**src/rtl/four_to_two_encoder_if.sv**
```systemverilog
// Event/index handshake bundle for four_to_two_encoder.
// The master drives event lines and ack; the slave presents the index.
interface four_to_two_encoder_if;
    logic enable;
    logic D3;
    logic D2;
    logic D1;
    logic D0;
    logic ack;
    logic Y1;
    logic Y0;
    logic valid;
    logic overflow;

    modport master (
        output enable,
        output D3,
        output D2,
        output D1,
        output D0,
        output ack,
        input  Y1,
        input  Y0,
        input  valid,
        input  overflow
    );

    modport slave (
        input  enable,
        input  D3,
        input  D2,
        input  D1,
        input  D0,
        input  ack,
        output Y1,
        output Y0,
        output valid,
        output overflow
    );
endinterface

```
**src/rtl/four_to_two_encoder.sv**
```systemverilog
// Sequential 4-to-2 priority encoder with sticky pending events
// and a valid/ack handshake that retires one index per grant.
module four_to_two_encoder (
    input  logic                        clk,
    input  logic                        rst_n,
    four_to_two_encoder_if.slave        bus
);
    typedef enum logic {
        IDLE    = 1'b0,
        PRESENT = 1'b1
    } state_t;

    state_t     state_q;
    state_t     state_d;
    logic [3:0] pend_q;
    logic [3:0] pend_d;
    logic [3:0] cap;
    logic [3:0] clr;
    logic [1:0] idx_q;
    logic [1:0] idx_d;
    logic [1:0] top;
    logic       ovf_q;
    logic       ovf_d;
    logic       retire;

    assign cap = bus.enable ?
                 {bus.D3, bus.D2, bus.D1, bus.D0} :
                 4'b0000;

    assign retire = (state_q == PRESENT) && bus.ack;

    always_comb begin
        clr = 4'b0000;
        if (retire) begin
            clr[idx_q] = 1'b1;
        end
    end

    // Set is applied after clear so an event on its own retire edge survives
    always_comb begin
        pend_d = (pend_q & ~clr) | cap;
        ovf_d  = ovf_q | (|(cap & pend_q));
    end

    always_comb begin
        top = 2'd0;
        unique case (1'b1)
            pend_q[3]:                 top = 2'd3;
            pend_q[3:2] == 2'b01:      top = 2'd2;
            pend_q[3:1] == 3'b001:     top = 2'd1;
            pend_q      == 4'b0001:    top = 2'd0;
            default:                   top = 2'd0;
        endcase
    end

    always_comb begin
        state_d = state_q;
        idx_d   = idx_q;
        unique case (state_q)
            IDLE: begin
                if (|pend_q) begin
                    idx_d   = top;
                    state_d = PRESENT;
                end
            end
            PRESENT: begin
                if (bus.ack) begin
                    idx_d   = 2'd0;
                    state_d = IDLE;
                end
            end
        endcase
    end

    always_ff @(posedge clk or negedge rst_n) begin
        if (!rst_n) begin
            state_q <= IDLE;
            pend_q  <= 4'b0000;
            idx_q   <= 2'd0;
            ovf_q   <= 1'b0;
        end else begin
            state_q <= state_d;
            pend_q  <= pend_d;
            idx_q   <= idx_d;
            ovf_q   <= ovf_d;
        end
    end

    assign bus.Y1       = idx_q[1];
    assign bus.Y0       = idx_q[0];
    assign bus.valid    = (state_q == PRESENT);
    assign bus.overflow = ovf_q;

endmodule

```
**src/flat_wrapper.sv**
```systemverilog
// flat-port wrapper written by rule: the top's interface ports become plain ports
module four_to_two_encoder_flat 
  (clk, rst_n, bus_enable, bus_D3, bus_D2, bus_D1, bus_D0, bus_ack, bus_Y1, bus_Y0, bus_valid, bus_overflow);
  four_to_two_encoder_if bus_i ();
  input  logic clk;
  input  logic rst_n;
  input wire logic [$bits(bus_i.enable)-1:0] bus_enable;
  input wire logic [$bits(bus_i.D3)-1:0] bus_D3;
  input wire logic [$bits(bus_i.D2)-1:0] bus_D2;
  input wire logic [$bits(bus_i.D1)-1:0] bus_D1;
  input wire logic [$bits(bus_i.D0)-1:0] bus_D0;
  input wire logic [$bits(bus_i.ack)-1:0] bus_ack;
  output wire logic [$bits(bus_i.Y1)-1:0] bus_Y1;
  output wire logic [$bits(bus_i.Y0)-1:0] bus_Y0;
  output wire logic [$bits(bus_i.valid)-1:0] bus_valid;
  output wire logic [$bits(bus_i.overflow)-1:0] bus_overflow;
  assign bus_i.enable = bus_enable;
  assign bus_i.D3 = bus_D3;
  assign bus_i.D2 = bus_D2;
  assign bus_i.D1 = bus_D1;
  assign bus_i.D0 = bus_D0;
  assign bus_i.ack = bus_ack;
  assign bus_Y1 = bus_i.Y1;
  assign bus_Y0 = bus_i.Y0;
  assign bus_valid = bus_i.valid;
  assign bus_overflow = bus_i.overflow;
  four_to_two_encoder u_core (.clk(clk), .rst_n(rst_n), .bus(bus_i));
endmodule
```
**config.mk**
```make
export PLATFORM = sky130hd
export DESIGN_NAME = four_to_two_encoder_flat
export DESIGN_NICKNAME = d
export VERILOG_FILES = /design/src/rtl/four_to_two_encoder_if.sv /design/src/rtl/four_to_two_encoder.sv /design/src/flat_wrapper.sv
export SDC_FILE = /design/constraint.sdc
export NUM_CORES = 1
export LEC_CHECK = 0
export CORE_AREA = 2 2 39 41
export CTS_CLUSTER_SIZE = 10
export DETAILED_ROUTE_END_ITERATION = 16
export DIE_AREA = 0 0 41 43
export HOLD_SLACK_MARGIN = 0.1
export PLACE_DENSITY_LB_ADDON = 0.25
export RECOVER_POWER = 50
export SLEW_MARGIN = 40
export SYNTH_ARGS = -nofsm -noshare
export SYNTH_HDL_FRONTEND = slang
export SYNTH_SLANG_ARGS = --single-unit
export TNS_END_PERCENT = 20
```
**constraint.sdc**
```tcl
create_clock -name clk -period 1.1 [get_ports clk]
set_input_delay 0.165 -clock clk [delete_from_list [all_inputs] [get_ports clk]]
set_output_delay 0.165 -clock clk [all_outputs]
set_load 0.005 [all_outputs]
```
==> impl_metrics.toml <==
[logic_synthesis]
synth_edf_count = 0
yosysSeqAreaShare_pct = 52.63
yosys_warnings = 0
synth_flop_cell = "dfrtp_1"
syn_inst = 36
synthesis.area_um2 = 380.4
synth_top_cell_area_share_pct = 52.63
yosysUniqueCellTypes = 20
synth_compound_area_share_pct = 26.64
synthAdderAreaFrac_pct = 0
syn_avg_cell_area_um2 = 10.57
synth_top_area_cell = "dfrtp_1"
synth_area_leaders = "dfrtp_1 (53%), nand2_1 (5.9%), a22o_1 (4.6%)"
async_flop_share_pct = 100.0
synth-simple-area-share_pct = 17.76
synth.mux.area_fraction_pct = 0
synth_top_family_by_area = "compound AO/OA/AOI/OAI gates"
synth-seq-cells = 8
synth_xor_area_share_pct = 0
synth_nets = 44

[floorplan]
ios = 12
die-width_um = 41
core.rowCount = 14
die-area_mm2 = 0.001763
coreArea_mm2 = 0.001384
initial_utilization_pct = 27.49
die_height_um = 43

[sta]
setup_ws_ns = 0.04065
fin_skew_ns = 0.001347
layout_worst_path_cycle_share_pct = 96.30
hold_ws_ns = 0.2586
fin_crit_ns = 1.059
fmax_ghz = 0.9440
rsz0062_at_grt = "no"
finalSetupViolCount = 0
finalHoldViolCount = 0
worstMarginPinSlew_ns = 0.3694
tns_ns = 0
max_slew_margin_pct = 75.29
finalMaxSlewViolations = 0

[setup_path]
critical_path_required_ns = 0.94
cp-end-kind = "primary output"
cp_top_family = "flip-flops"
critPathMaxStageDelay_ns = 0.38
critPathBufInv = 1
crit_type = "reg2out"
cp_max_fo = 2
critPathSlowestCell = "dfrtp_1"
critPathArrivalTime_ns = 0.89
ff2ff_path_depth = 4
start_kind = "flop"
crit_cells = 1
path_cells = "dlygate4sd2_1"

[min_path]
hp-class = "in2async"

[global_routing]
grt_pass1_vias = 341
grt-ovfl-total = 0
grtUsageTotal_pct = 12.71
grt_pass1_wl_um = 1455
grt_max_degree = 11
grt_antenna_before_repair = 0

[flow_run]
maxCapViolCount = 0

[place]
io_buffers = 11
routabilityCongestion = 0.7380
dpl.hpwl_um = 651.1
pre_cts_slack_ns = -0.09790

[cells_and_area]
final_nets = 64
synthToLayoutAreaGrowth_pct = 49.01
layout-drive-gt1-share_pct = 18.52
n_fill_cell = 142
final_common_cell = "dfrtp_1"
mostFrequentLayoutCells = "dfrtp_1 (8), nand2_1 (6), clkdlybuf4s50_1 (6)"
antenna_cells = 0

[pwr]
seq_power_share_pct = 46.7
switching_share_pct = 28.09
power_per_cell_area_mw_per_mm2 = 1427
intPower_uw = 581.5
power_frac_clock_pct = 27.9
power.total_uw = 808.6
p_leak_nw = 0.2340
p_comb_share_pct = 25.5
vdd_ir_drop_max_mv = 0.5427
p_sw_uw = 227.2

[clocking]
cts_tree = "done"
clock_sinks = 8
holdBufCountCts = 0
htree_num_levels = 1
cts_inserted_buffers = 3
cts-root-buf = "clkbuf_4"
insertion_delay_ns = 0.25
clkTransAtPathRegs_ns = 0.05
clock_path_buffers = 2

[route]
routed_wl_um = 853
drt_first_pass_iters = 4
vias = 350
wl_per_cell_um = 12.19
final_antenna_net_count = 0
drc = 0
drtIter0Drc = 7
via_per_inst = 5.000

[status]
status = "finished clean"
==> power groups by stage <==
stage,clock (mW),sequential (mW),combinational (mW)
after floorplan,0,0.383,0.0804
after global placement,0,0.383,0.187
after detailed placement,0,0.384,0.185
after CTS,0.239,0.374,0.197
after global routing,0.255,0.384,0.231
final,0.225,0.377,0.206
==> layer usage <==
layer	vias to the layer above	GRT usage, %	wire (um)
met4	0	4.000	25
met1	158	16.34	349
li1	173	-	-
met2	15	17.19	409
met5	-	0	0
met3	4	7.853	68
==> what timing repair did <==
item | in CTS | in global routing
resized for setup | 4 | 2
hold endpoints to repair | 0 | 0
pin swaps | 0 | 1
setup endpoints to repair | 4 | 1
buffers inserted | 2 | 0
gates cloned | 0 | 0
==> stage by stage <==
| step | area (um2) | std cells | utilization, % |
|---|---|---|---|
| floorplan | 380.4 | 36 | - |
| global placement | 521.8 | 65 | 37.70 |
| detailed placement | 521.8 | 65 | 37.70 |
| CTS | 554.3 | 70 | 40.05 |
| global route | 566.8 | 70 | 40.96 |
| finish | 566.8 | 70 | 40.96 |
==> state kept, by name (all words and copies together), names as in the netlist <==
signal               flops
u_core.pend_q            4
u_core.bus.overflow      1
u_core.idx_q             2
u_core.bus.valid         1
==> area by class of cell <==
| type | count | area (um2) | share of cell area (%) |
|---|---|---|---|
| Clock buffer | 3 | 22.52 | 3.974 |
| Tap cell | 16 | 20.02 | 3.532 |
| Timing Repair Buffer | 16 | 146.4 | 25.83 |
| Sequential cell | 8 | 200.2 | 35.32 |
| Multi-Input combinational cell | 27 | 177.7 | 31.35 |
==> kinds of logic after synthesis <==
group	count (synthesis)
buffers and inverters	1
DFF	8
AOI/OAI and AO/OA	13
and+or+nand+nor	14
==> worst paths after layout <==
check / start / endpoint / slack [ns]
worst max-delay path: u_core.idx_q[1] / bus_Y1 / 0.04
worst min-delay path: rst_n / u_core.pend_q[2] / 0.26
worst max register to register: u_core.idx_q[1] / u_core.pend_q[0] / 0.06
worst min register to register: u_core.bus.overflow / u_core.bus.overflow / 0.45
max in group asynchronous: rst_n / u_core.bus.valid / 0.58
min in group clk: u_core.bus.overflow / u_core.bus.overflow / 0.45
==> cell usage after synthesis, types with 2 or more instances <==
master and count:
a22o_1 2, dfrtp_1 8, nand2_1 6, nor2_1 2, a22oi_1 2, o21bai_1 2
No activity file was read; power rests on OpenSTA's default activity.
